**src/rtl/nco_phase_accumulator.sv**
```systemverilog
// nco_phase_accumulator
// Integrates the corrected tuning word each enabled clock and emits truncated
// in-phase and quadrature (+90 degree) phase words for the sin/cos lookup.
// Tuning-word changes are either immediate or deferred to the next accumulator
// wrap (UPDATE_ON_WRAP) so that frequency hops stay phase continuous.
module nco_phase_accumulator #(
  parameter int ACC_W          = 32,
  parameter int OUT_W          = 12,
  parameter bit UPDATE_ON_WRAP = 1'b1
) (
  input  logic             CLK,
  input  logic             RST,
  input  logic             enable,
  input  logic [ACC_W-1:0] phaseIncCorr,
  input  logic             inc_load,
  input  logic [ACC_W-1:0] phase_offset,
  input  logic             offset_load,
  input  logic             phase_clr,
  output logic [OUT_W-1:0] phaseI,
  output logic [OUT_W-1:0] phaseQ,
  output logic             phase_valid,
  output logic             wrap,
  output logic             inc_applied
);

  // Quarter turn expressed in output phase units: 2^(OUT_W-2).
  localparam logic [OUT_W-1:0] QUAD_STEP = {2'b01, {(OUT_W-2){1'b0}}};

  // Architectural state
  logic [ACC_W-1:0] acc;
  logic [ACC_W-1:0] incActive;
  logic [ACC_W-1:0] incPending;
  logic [ACC_W-1:0] offsetReg;
  logic             pendFlag;

  // Combinational datapath
  logic [ACC_W:0]   accSum;
  logic             accCarry;
  logic [ACC_W-1:0] offsetSum;
  logic [OUT_W-1:0] phaseINext;
  logic [OUT_W-1:0] phaseQNext;
  logic             advance;

  // Tuning-word control
  logic             wrapXfer;
  logic             deferLoads;
  logic [ACC_W-1:0] incActiveNext;
  logic [ACC_W-1:0] incPendingNext;
  logic             pendFlagNext;
  logic             incAppliedNext;

  // Accumulator sum with carry, offset phase and truncated I/Q phase words
  always_comb begin
    accSum     = {1'b0, acc} + {1'b0, incActive};
    accCarry   = accSum[ACC_W];
    offsetSum  = acc + offsetReg;
    phaseINext = OUT_W'(offsetSum >> (ACC_W - OUT_W));
    phaseQNext = phaseINext + QUAD_STEP;
    advance    = enable & ~phase_clr;
  end

  // Tuning-word selection: immediate load, or pending word handed over at wrap.
  // With a zero active word the accumulator is stationary and can never wrap,
  // so a load is applied directly; this is also how the very first word after
  // reset gets in when loads are deferred.
  always_comb begin
    incActiveNext  = incActive;
    incPendingNext = incPending;
    pendFlagNext   = pendFlag;
    incAppliedNext = 1'b0;
    deferLoads     = UPDATE_ON_WRAP && (incActive != {ACC_W{1'b0}});
    wrapXfer       = advance & accCarry & pendFlag;
    if (deferLoads) begin
      if (wrapXfer) begin
        // A load on the wrap edge bypasses the pending register.
        incActiveNext  = inc_load ? phaseIncCorr : incPending;
        incPendingNext = inc_load ? phaseIncCorr : incPending;
        pendFlagNext   = 1'b0;
        incAppliedNext = 1'b1;
      end else if (inc_load) begin
        // Later loads before the wrap overwrite the pending word.
        incPendingNext = phaseIncCorr;
        pendFlagNext   = 1'b1;
      end else begin
        incPendingNext = incPending;
      end
    end else if (inc_load) begin
      incActiveNext  = phaseIncCorr;
      pendFlagNext   = 1'b0;
      incAppliedNext = 1'b1;
    end else begin
      incActiveNext = incActive;
    end
  end

  // State and registered outputs: reset, clear, enabled advance, or hold
  always_ff @(posedge CLK) begin
    if (RST) begin
      acc         <= {ACC_W{1'b0}};
      incActive   <= {ACC_W{1'b0}};
      incPending  <= {ACC_W{1'b0}};
      offsetReg   <= {ACC_W{1'b0}};
      pendFlag    <= 1'b0;
      phaseI      <= {OUT_W{1'b0}};
      phaseQ      <= {OUT_W{1'b0}};
      phase_valid <= 1'b0;
      wrap        <= 1'b0;
      inc_applied <= 1'b0;
    end else begin
      incActive   <= incActiveNext;
      incPending  <= incPendingNext;
      pendFlag    <= pendFlagNext;
      inc_applied <= incAppliedNext;
      if (offset_load) begin
        offsetReg <= phase_offset;
      end
      if (phase_clr) begin
        // Re-synchronise: zero the phase, outputs keep their last value.
        acc         <= {ACC_W{1'b0}};
        wrap        <= 1'b0;
        phase_valid <= 1'b0;
      end else if (enable) begin
        phaseI      <= phaseINext;
        phaseQ      <= phaseQNext;
        acc         <= accSum[ACC_W-1:0];
        wrap        <= accCarry;
        phase_valid <= 1'b1;
      end else begin
        wrap        <= 1'b0;
        phase_valid <= 1'b0;
      end
    end
  end

endmodule

```
**config.mk**
```make
export PLATFORM = sky130hd
export DESIGN_NAME = nco_phase_accumulator
export DESIGN_NICKNAME = d
export VERILOG_FILES = /design/src/rtl/nco_phase_accumulator.sv
export SDC_FILE = /design/constraint.sdc
export NUM_CORES = 1
export LEC_CHECK = 0
export ABC_AREA = 1
export BUFFER_PORTS_ARGS = -buffer_cell sky130_fd_sc_hd__clkbuf_2
export CAP_MARGIN = 15
export CORE_MARGIN = 2
export CORE_UTILIZATION = 29
export DETAILED_ROUTE_END_ITERATION = 12
export GPL_TIMING_DRIVEN = 0
export PLACE_DENSITY = 0.54
export SKIP_CTS_REPAIR_TIMING = 1
export SLEW_MARGIN = 20
export SYNTH_ARGS = -nofsm -noshare
export SYNTH_HDL_FRONTEND = slang
export SYNTH_SLANG_ARGS = --single-unit
```
**constraint.sdc**
```tcl
create_clock -name CLK -period 2.2 [get_ports CLK]
set_input_delay 0.44 -clock CLK [delete_from_list [all_inputs] [get_ports CLK]]
set_output_delay 0.44 -clock CLK [all_outputs]
set_load 0.01 [all_outputs]
```
==> impl_metrics.py <==
metrics = {
    "power_and_ir_drop": {
        "p_total_mw": 10.4,
        "power_density_mw_per_mm2": 843,
        "max-vdd-ir-drop_uv": 779,
        "p_leak_nw": 6.13,
    },
    "clock_tree": {
        "cts_made_buffers": 17,
        "h-tree-depth": 4,
        "worstSkewPairLatency_ps": 450,
        "clkSlewWorstSetupHoldPaths_ps": 70,
        "clock-root-buffer": "clkbuf_16",
        "cts_tree": "done",
        "cts_buffer_depth": 2,
        "clock_sinks": 146,
    },
    "placement": {
        "preCtsSetupSlack_ps": -490,
        "gp_congestion": 0.915,
        "placed_area_mm2": 0.0111,
        "place_hpwl_um": 25000,
        "dpl.cell_count": 2144,
        "io_buffers": 94,
    },
    "timing": {
        "period_share_pct": 101,
        "min_period_ps": 2230,
        "setup_viol": 4,
        "slew_viol_final": 0,
        "fin_tns_setup_ps": -52.2,
        "relSlewSlack_pct": 33.6,
        "setup_slack_ps": -26.6,
        "skew_ps": 10.5,
        "worst_slew_pin_slew_ps": 996,
        "hold_viol_final": 0,
        "rsz0062_at_grt": "true",
        "max_freq_mhz": 449,
        "whs_ps": 216,
    },
    "cells_and_area": {
        "drive_gt1_share_pct": 18.1,
        "nets": 1856,
        "n_antenna_cell": 0,
        "syn_to_final_growth_pct": 23.2,
        "fin_util_pct": 36.0,
        "finalInstanceArea_mm2": 0.0124,
        "stdcell_count": 2191,
    },
    "detailed_routing": {
        "drt-wirelength-per-cell_um": 14.5,
        "drtAntennaViolNets": 0,
        "wirelength_um": 31800,
        "drcViolationCount": 0,
        "drtPass1Iterations": 7,
        "drt-vias-per-instance": 4.62,
        "vias": 10100,
        "drt_iter0_drc": 590,
    },
    "grt": {
        "grt_first_pass_wirelength_um": 49400,
        "grt.total_usage_pct": 17.5,
        "overflow": 0,
        "grt_pass1_vias": 9577,
        "grt_max_degree": 17,
        "antenna_found_initial": 0,
    },
    "logic_synthesis": {
        "async_reset_ff_share_pct": 0,
        "syn-num-nets": 1728,
        "ys_seq_elements": 146,
        "synth_area_mm2": 0.0100,
        "synth_edf_count": 0,
        "synth_cells": 1595,
        "ys_warn_count": 0,
        "synth_ff_type": "dfxtp_1",
        "yosysSeqAreaShare_pct": 29.1,
        "ys_types": 40,
        "synth.avg_cell_area_um2": 6.29,
    },
    "setup_path": {
        "crit_slowest_cell": "fa_2",
        "cpPeakStageDelay_ps": 390,
        "required_ps": 2540,
        "crit_top_cell": "nand2_2",
        "start_kind": "flip-flop",
        "crit_arrival_ps": 2560,
        "criticalPathCategory": "reg -> reg",
        "end_kind": "flip-flop",
        "crit_fanout": 7,
        "crit_chain": "ha_4, fa_2, nand2_2, nand3_2, nand2_4, o21ai_4, nand2_2, nand2_4, nand2_2, nand2_2, nand2_4, buf_12, clkbuf_16, nand3_2, nand2_1, nor2_1",
    },
    "hold_path": {
        "hold_class": "in -> reg",
    },
    "die": {
        "dieArea_mm2": 0.0361,
        "core_area_mm2": 0.0343,
        "num_io_pins": 97,
        "dieWidth_um": 190,
        "chipHeight_um": 190,
        "initial_utilization_pct": 29.2,
        "num_rows": 68,
    },
    "flow_run": {
        "drv_cap": 0,
    },
    "run_status": {
        "status": "finished with violations",
        "failed_checks": "negative setup slack",
    },
}
==> cell families after synthesis <==
logic type               synth area share (%)
adder cells (fa/ha/maj)                  7.94
XOR/XNOR                                 1.48
AND/OR/NAND/NOR                          34.6
AO/OA/AOI/OAI                            13.6
buffers and inverters                    9.71
flip-flops                               29.1
multiplexers                             3.59
==> report_power, final <==
group	internal (mW)	switching [mW]	leakage [nW]
Sequential	3.04	0.300	1.21
Clock	1.91	1.24	0.305
Combinational	1.45	2.47	4.61
Total	6.40	4.02	6.13
==> sequential cells by signal, indices dropped and copies added (netlist names) <==
signal,count
offsetReg,32
incPending,32
phase_valid,1
phaseI,12
incActive,32
acc,32
phaseQ,2
inc_applied,1
pendFlag,1
wrap,1
==> metal layers <==
layer	vias to the layer above	global-route usage (%)	part of all wire [%]
met3	37	2.66	3.6
met4	0	4.86	1.7
met1	4491	23.9	50
met5	-	0	0
met2	207	28.4	45
li1	5395	-	-
==> final timing paths <==
path                                       to  cells past startpoint  slack, ps             start
worst max-delay path            incActive[19]                     16        -30      incActive[0]
worst min-delay path            offsetReg[28]                      3        220  phase_offset[28]
worst max register to register  incActive[19]                     16        -30      incActive[0]
worst min register to register  incPending[4]                      2        460     incPending[4]
==> cell usage in the layout, fill, tap and decap left out, types with 6 or more instances in the layout <==
cell type	netlist	routed
xor2_1	13	13
dfxtp_1	146	128
mux2_2	32	32
a21oi_2	0	22
nand3_1	90	90
nand2_2	4	6
nor2_2	1	9
buf_4	10	22
nor2_1	266	258
ha_1	62	30
o21a_1	6	6
dfxtp_2	0	16
clkbuf_2	0	95
buf_2	10	10
nand4_1	17	17
a21oi_1	149	127
nand3_2	11	11
clkbuf_16	0	20
inv_1	164	164
ha_2	0	12
o21bai_1	12	12
o21ai_0	70	69
clkbuf_1	38	37
nand2_1	437	433
ha_4	0	20
==> synthesized netlist by cell type, types with 2 or more instances <==
cell,instances,area (um^2)
nand2_1,437,1640
nor2_1,266,998
inv_1,164,616
a21oi_1,149,746
dfxtp_1,146,2920
nand3_1,90,450
o21ai_0,70,350
ha_1,62,776
clkbuf_1,38,143
mux2_2,32,360
nand4_1,17,106
xor2_1,13,114
o21bai_1,12,90.1
nand3_2,11,110
buf_2,10,50.1
buf_4,10,75.1
nor3_1,8,40.0
o21a_1,6,45.0
o21ai_1,6,30.0
a21o_1,5,37.5
buf_6,5,56.3
inv_2,5,18.8
nor4_1,5,31.3
nand2_2,4,25.0
xnor2_1,4,35.0
buf_1,3,11.3
o211ai_1,3,22.5
nor3_2,2,20.0
==> area by class of cell <==
class / instances / area (um^2)
buffer: 66 / 358
clock inverter: 15 / 209
tap: 455 / 569
inverter: 170 / 638
timing repair buffer: 109 / 636
sequential: 146 / 2950
clock buffer: 17 / 425
multi-input combinational: 1213 / 6570
fill: 3733 / 21900
==> critical path: cells and delay by family (launching register included) <==
family	cells	cell delay, ps
AND/OR/NAND/NOR	11	820
buffers and inverters	2	290
adder cells (fa/ha/maj)	2	570
flip-flops	1	360
AO/OA/AOI/OAI	1	70
Note: power is estimated with default switching activity, not from simulation.
